`config.mk`:
```
export PLATFORM = sky130hd
export DESIGN_NAME = parallel_serial_tx_flat
export DESIGN_NICKNAME = d
export VERILOG_FILES = /design/src/rtl/parallel_serial_tx_pkg.sv /design/src/rtl/parallel_serial_tx_if.sv /design/src/rtl/parallel_serial_tx_bit_counter.sv /design/src/rtl/parallel_serial_tx.sv /design/src/flat_wrapper.sv
export SDC_FILE = /design/constraint.sdc
export NUM_CORES = 1
export LEC_CHECK = 0
export BUFFER_PORTS_ARGS = -buffer_cell sky130_fd_sc_hd__buf_2
export CAP_MARGIN = 15
export CORE_MARGIN = 2
export CORE_UTILIZATION = 45
export CTS_CLUSTER_DIAMETER = 120
export CTS_CLUSTER_SIZE = 12
export DETAILED_ROUTE_END_ITERATION = 16
export GPL_TIMING_DRIVEN = 0
export PLACE_DENSITY = 0.73
export SETUP_SLACK_MARGIN = 0.15
export SLEW_MARGIN = 20
export SYNTH_ARGS = -nofsm -noshare
export SYNTH_HDL_FRONTEND = slang
export SYNTH_SLANG_ARGS = --single-unit
```
`constraint.sdc`:
```
create_clock -name clk_32f -period 3.99 [get_ports clk_32f]
set_input_delay 0.798 -clock clk_32f [delete_from_list [all_inputs] [get_ports clk_32f]]
set_output_delay 0.798 -clock clk_32f [all_outputs]
set_load 0.02 [all_outputs]
```
`src/rtl/parallel_serial_tx_pkg.sv`:
```
// Shared types and constants for the byte-to-serial transmit lane.
package parallel_serial_tx_pkg;

    localparam int BYTE_W = 8;

    // Default comma/idle byte (K28.5 payload).
    localparam logic [BYTE_W-1:0] IDLE_CHAR_DEF = 8'hBC;

    typedef enum logic {
        ST_SYNC   = 1'b0,
        ST_ACTIVE = 1'b1
    } tx_state_e;

endpackage

```
`src/rtl/parallel_serial_tx_if.sv`:
```
// Byte handshake and serial output bundle between the word splitter and the transmitter.
interface parallel_serial_tx_if;
    import parallel_serial_tx_pkg::*;

    logic              valid_in;
    logic [BYTE_W-1:0] data_in;
    logic              byte_ready;
    logic              sync_done;
    logic              data_out;

    modport master (
        output valid_in, data_in,
        input  byte_ready, sync_done, data_out
    );

    modport slave (
        input  valid_in, data_in,
        output byte_ready, sync_done, data_out
    );
endinterface

```
`src/rtl/parallel_serial_tx_bit_counter.sv`:
```
// Free-running 3-bit bit-position counter; flags the load edge at count 7.
module tx_bit_counter (
    input  logic       clk_32f,
    input  logic       reset,
    output logic [2:0] bit_cnt,
    output logic       load
);

    // Wraps 7 -> 0 naturally; one byte slot every 8 cycles.
    always_ff @(posedge clk_32f or posedge reset) begin
        if (reset) bit_cnt <= 3'd0;
        else       bit_cnt <= bit_cnt + 3'd1;
    end

    assign load = (bit_cnt == 3'd7);

endmodule

```
`src/rtl/parallel_serial_tx.sv`:
```
// Byte-wide to serial transmitter: MSB first, commas during sync and on idle slots.
module parallel_serial_tx
    import parallel_serial_tx_pkg::*;
#(
    parameter logic [BYTE_W-1:0] IDLE_CHAR  = IDLE_CHAR_DEF,
    parameter int                SYNC_COUNT = 4
) (
    input  logic                 clk_32f,
    input  logic                 reset,
    parallel_serial_tx_if.slave  tx
);

    localparam int                CNT_W     = $clog2(SYNC_COUNT + 1);
    localparam logic [CNT_W-1:0] SYNC_LAST = CNT_W'(SYNC_COUNT);
    // The byte preloaded at reset is already the first comma.
    localparam logic [CNT_W-1:0] COMMA_RST = CNT_W'(1);

    tx_state_e         state, state_nxt;
    logic [CNT_W-1:0]  comma_cnt, comma_nxt;
    logic [BYTE_W-1:0] shift_reg, load_byte;
    logic [2:0]        bit_cnt;
    logic              load;
    logic              accept;

    tx_bit_counter u_bit_counter (
        .clk_32f (clk_32f),
        .reset   (reset),
        .bit_cnt (bit_cnt),
        .load    (load)
    );

    // A byte slot is offered upstream once sync has sent its last comma.
    assign accept = (bit_cnt == 3'd7) && (state == ST_ACTIVE || comma_cnt == SYNC_LAST);

    // Next-state and load-byte selection; commas are forced until the slot is accepted.
    always_comb begin
        state_nxt = state;
        comma_nxt = comma_cnt;
        load_byte = IDLE_CHAR;
        if (load) begin
            if (accept) begin
                state_nxt = ST_ACTIVE;
                if (tx.valid_in) load_byte = tx.data_in;
            end else begin
                comma_nxt = comma_cnt + 1'b1;
            end
        end
    end

    // State and comma counter registers.
    always_ff @(posedge clk_32f or posedge reset) begin
        if (reset) begin
            state     <= ST_SYNC;
            comma_cnt <= COMMA_RST;
        end else begin
            state     <= state_nxt;
            comma_cnt <= comma_nxt;
        end
    end

    // Shift out MSB first; reload on the slot boundary so there is no bubble.
    always_ff @(posedge clk_32f or posedge reset) begin
        if (reset)     shift_reg <= IDLE_CHAR;
        else if (load) shift_reg <= load_byte;
        else           shift_reg <= {shift_reg[BYTE_W-2:0], 1'b0};
    end

    assign tx.byte_ready = accept;
    assign tx.sync_done  = (state == ST_ACTIVE);
    assign tx.data_out   = shift_reg[BYTE_W-1];

endmodule

```
`src/flat_wrapper.sv`:
```
// flat-port wrapper written by rule: the top's interface ports become plain ports
module parallel_serial_tx_flat import parallel_serial_tx_pkg::*;
#(
    parameter logic [BYTE_W-1:0] IDLE_CHAR  = IDLE_CHAR_DEF,
    parameter int                SYNC_COUNT = 4
)
  (clk_32f, reset, tx_valid_in, tx_data_in, tx_byte_ready, tx_sync_done, tx_data_out);
  parallel_serial_tx_if tx_i ();
  input  logic clk_32f;
  input  logic reset;
  input wire logic [$bits(tx_i.valid_in)-1:0] tx_valid_in;
  input wire logic [$bits(tx_i.data_in)-1:0] tx_data_in;
  output wire logic [$bits(tx_i.byte_ready)-1:0] tx_byte_ready;
  output wire logic [$bits(tx_i.sync_done)-1:0] tx_sync_done;
  output wire logic [$bits(tx_i.data_out)-1:0] tx_data_out;
  assign tx_i.valid_in = tx_valid_in;
  assign tx_i.data_in = tx_data_in;
  assign tx_byte_ready = tx_i.byte_ready;
  assign tx_sync_done = tx_i.sync_done;
  assign tx_data_out = tx_i.data_out;
  parallel_serial_tx #(.IDLE_CHAR(IDLE_CHAR), .SYNC_COUNT(SYNC_COUNT)) u_core (.clk_32f(clk_32f), .reset(reset), .tx(tx_i));
endmodule
```
Word-level counts from Yosys, hierarchy flattened
Index checks and enable logic that the tools add are counted.

Bits of input ports: 11. Latch bits: 0. Memory bits (read-only): 0. Logic and storage cells: 16. Flip-flop bits (word level): 15. RAM bits: 0. Output and inout port bits: 3. Memories kept: 0.

Bitwise gates (word level): 1. $lt $le $gt $ge: 0. Divide/modulo/power cells: 0. Muxes and demuxes: 3. Shifts and indexed selects: 0. Equal/unequal tests: 2. Multipliers: 0. Reductions and logical operators: 4. Add/subtract/negate cells: 2.

Operator list (count): two-way mux 8 bit (3); adder 3 x 1 -> 3 bit (second input constant) (2); == test 3 bit (second input constant) (2); AND reduction 2 bit (2); logical AND 1 bit (1); logical OR 1 bit (1); NOT 1 bit (1).

Depth between registers and ports, before layout
Word-level depth: 5. Gate-level depth with buffers: 5. Gate-level depth less buffers: 5.

By module
Synthesis repeated with hierarchy kept, for this count alone.

Cell total of the unflattened synthesis: 59. Area, all modules: 684.4 um2.

By module, submodules not included: parallel_serial_tx (sequential area each 307.8 um2, area each 576.8 um2, instances 1, cells each 52); tx_bit_counter (sequential area each 75.1 um2, area each 107.6 um2, instances 1, cells each 7).

Worst setup path before layout
Ideal clock, no wire load.

Path kind: reg-to-output. Start: register u_core.comma_cnt[0]. End: output port tx_byte_ready. Cell stages (with the launch flop): 5. Path buffers: 0. Path slack: 2.033 ns. Arrival time: 1.159 ns. Data required time: 3.192 ns. Cell sequence: dfstp_2 > inv_1 > ha_1 > a21o_1 > and2_4.

Word-level cells in the longest chain between the ends: 3.

Ends and longest elaborated chain: start, declared (RTL line parallel_serial_tx.sv:19) `logic [CNT_W-1:0] comma_cnt, comma_nxt;`; start signal, assigned (RTL line parallel_serial_tx.sv:57) `comma_cnt <= comma_nxt;`; == test 3 bit (RTL line parallel_serial_tx.sv:33) `assign accept = (bit_cnt == 3'd7) && (state == ST_ACTIVE || comma_cnt == SYNC_LAST);`; logical OR 1 bit (RTL line parallel_serial_tx.sv:33); logical AND 1 bit (RTL line parallel_serial_tx.sv:33); end, declared (RTL line flat_wrapper.sv:13) `output wire logic [$bits(tx_i.byte_ready)-1:0] tx_byte_ready;`.

No other way between the ends.

Worst setup path after layout
Same ends and word-level chain as after synthesis.

==> summary.md <==
| Metric | Value |
|---|---|
| Post-Synth Adder-Cell Area | 8.02% |
| Post-Synthesis Cells | 50 |
| Area growth, synth to finish | 17.8% |
| Fmax | 411 MHz |
| Via Count | 402 |
| Num CTS Buffers | 3 |
| Final Hold Fails | 0 |
| Sequential element share of the synthesized area | 61.3% |
| Multiplexer share of the synthesized area | 1.80% |
| WP data arrival | 1.64 ns |
| N_diodes | 0 |
| Proportion of layout cells with a drive suffix above 1 | 40.3% |
| DIE HEIGHT | 41.3 um |
| Post-route DRC | 0 |
| Die X | 41.3 um |
| Clock transition at path regs | 0.08 ns |
| Grt ovf | 0 |
| Hold buffers post-CTS | 0 |
| MaxCap Viol Count | 0 |
| Grt met1 use | 16.6% |
| Final HPWL DP | 714 um |
| Largest family of logic cells by synthesized area | compound AO/OA/AOI/OAI gates |
| Synth Warn # | 0 |
| Max FFs per register | 8 |
| Largest net degree at the start of global routing | 16 |
| Final-stage net count | 83 |
| DR pass1 iterations | 2 |
| Worst EP required | 3.19 ns |
| Via/cell ratio | 4.90 |
| Dpl ws | 1.86 ns |
| Startpoint Class | flop |
| Mapped cell area | 624 um2 |
| Outcome | complete, no violations |
| Gr busiest metal | met2 |
| Main synth FF type | dfrtp_1 |
| Core Rows | 13 |
| CTS sink cnt | 15 |
| Fin crit share | 61.0% |
| Number of global-route vias before repair | 330 |
| Total Wirelength | 939 um |
| Clock Skews | 0.00349 ns |
| Total die area | 1700 um2 |
| Hold Crit Class | flop to flop |
| Hold Path Depth | 1 |
| I/O Pins | 14 |
| Post-route setup slack | 1.56 ns |
| Compound-cell area share of the yosys netlist | 12.0% |
| Initial DRC Count | 5 |
| Slew HR | 63.3% |
| Post-route insts no fill | 82 |
| Post-CTS setup repair buffer count | 0 |
| Ys async rst share | 100% |
| Grt met3 use | 9.78% |
| Worst Reg2Reg Path Length in Cells | 5 |
| Initial antenna violation count | 0 |
| Leakage power | 0.372 nW |
| Setup TNS Final | 0 ns |
| Worst IR Drop VDD | 247 uV |
| GRT Overall Usage | 13.9% |
| Worst-Skew Late Latency | 0.28 ns |
| Yosys top cell area share | 36.1% |
| Pwr/cell area | 345 nW/um2 |
| Slew Viols, Final | 0 |
| Inst Count DP | 78 |
| IO Port Bufs | 13 |
| TritonCTS clock tree | done |
| Antenna Nets Post-Route | 0 |
| Setup Crit Path Kind | flop to output port |
| Synth Area in Simple Gates | 9.22% |
| Largest fanout on the critical path | 3 |
| Area contributors post-synth | dfrtp_1, dfstp_2, ha_1 |
| Layout Utilization | 56.5% |
| Post-cts resize count | 0 |
| RSZ-0062 raised after global routing | no |
| Met2 usage | 19.5% |
| Critical Path End Type | output port |
| GP Congestion | 0.614 |
| Syn_area_per_cell | 12.5 um2 |
| First-pass GRT wire length | 1.38 mm |
| H-Tree Level Count | 1 |
| FF-to-FF setup slack | 2.47 ns |
| Top post-synthesis cells by count | dfrtp_1, inv_1, dfstp_2, ha_1, o22a_1 |
| Mapped Nets | 65 |
| Core Region | 1300 um2 |
| Drt wl/cell | 11.5 um |
| Xor and xnor fraction of the mapped netlist area | 1.40% |
| Top cell type by total area after synthesis | dfrtp_1 |
| Worst-margin pin slew | 0.550 ns |
| Number of synthesized flops with an enable pin | 0 |
| Initial Util | 48.0% |
| Root Buffer | clkbuf_4 |
| Min Tclk post-route | 2.43 ns |
| Count of unique library cells instantiated by Yosys | 21 |
| Final Setup Violations | 0 |
| CTS Buffer Depth | 2 |
| Yosys reg bits | 15 |
-- cells in the final DEF (no fill, tap or decap), drive strengths merged, types with 2 or more instances in the layout --
master,n
dfstp,6
clkbuf,3
buf,14
o22ai,2
nor2b,2
inv,9
ha,4
nand2,2
o22a,4
dfrtp,9
-- kinds of logic (layout without fill, tap and decap cells) --
group                      Yosys count  in the layout
buffers and inverters               10             27
adders and majority gates            4              4
muxes                                1              1
DFF                                 15             15
xor gates and xnor gates             1              1
AOI/OAI and AO/OA                   10             10
and+or+nand+nor                      9              9
-- layer usage --
| metal | share of wire (%) | wire length (um) |
|---|---|---|
| met3 | 6.6 | 62 |
| met1 | 45 | 420 |
| met4 | 1.1 | 10 |
| met2 | 47 | 445 |
| met5 | 0 | 0 |
-- final timing paths --
path / endpoint / from
setup / recovery: tx_byte_ready / u_core.comma_cnt[0]
hold / removal: u_core.u_bit_counter.bit_cnt[0] / u_core.u_bit_counter.bit_cnt[0]
setup reg to reg: u_core.tx.sync_done / u_core.comma_cnt[0]
hold reg to reg: u_core.u_bit_counter.bit_cnt[0] / u_core.u_bit_counter.bit_cnt[0]
max in group asynchronous: u_core.shift_reg[7] / reset
min in group asynchronous: u_core.comma_cnt[1] / reset
-- area by class of cell --
class | instances | area, um2
plain buffers | 1 | 5.00
clock buffers | 3 | 22.5
clock inverters | 1 | 5.00
fillers | 116 | 566
inverters | 9 | 33.8
multi-input cells | 25 | 203
flip-flops and latches | 15 | 383
well taps | 15 | 18.8
repair buffers | 13 | 65.1
-- report_power, final --
| group | internal [mW] | switching [mW] | leakage, nW |
|---|---|---|---|
| logic | 0.00641 | 0.00664 | 0.185 |
| registers | 0.157 | 0.00101 | 0.169 |
| clock network | 0.0372 | 0.0450 | 0.0177 |
| total | 0.201 | 0.0527 | 0.372 |
-- worst max-delay path, stage by stage (launching register included) --
cell,delay [ns]
dfstp_2,0.56
inv_1,0.04
ha_1,0.21
a21o_1,0.22
and2_4,0.17
buf_2,0.15
-- metrics by stage --
stage	cell area [um2]	power, mW	hold slack, ns
after floorplan	624	0.168	0.401
after global placement	708	0.174	0.416
after detailed placement	708	0.175	0.421
after CTS	736	0.259	0.433
after global routing	736	0.270	0.461
final	736	0.254	0.432
Power figures use the tool's default switching activity.
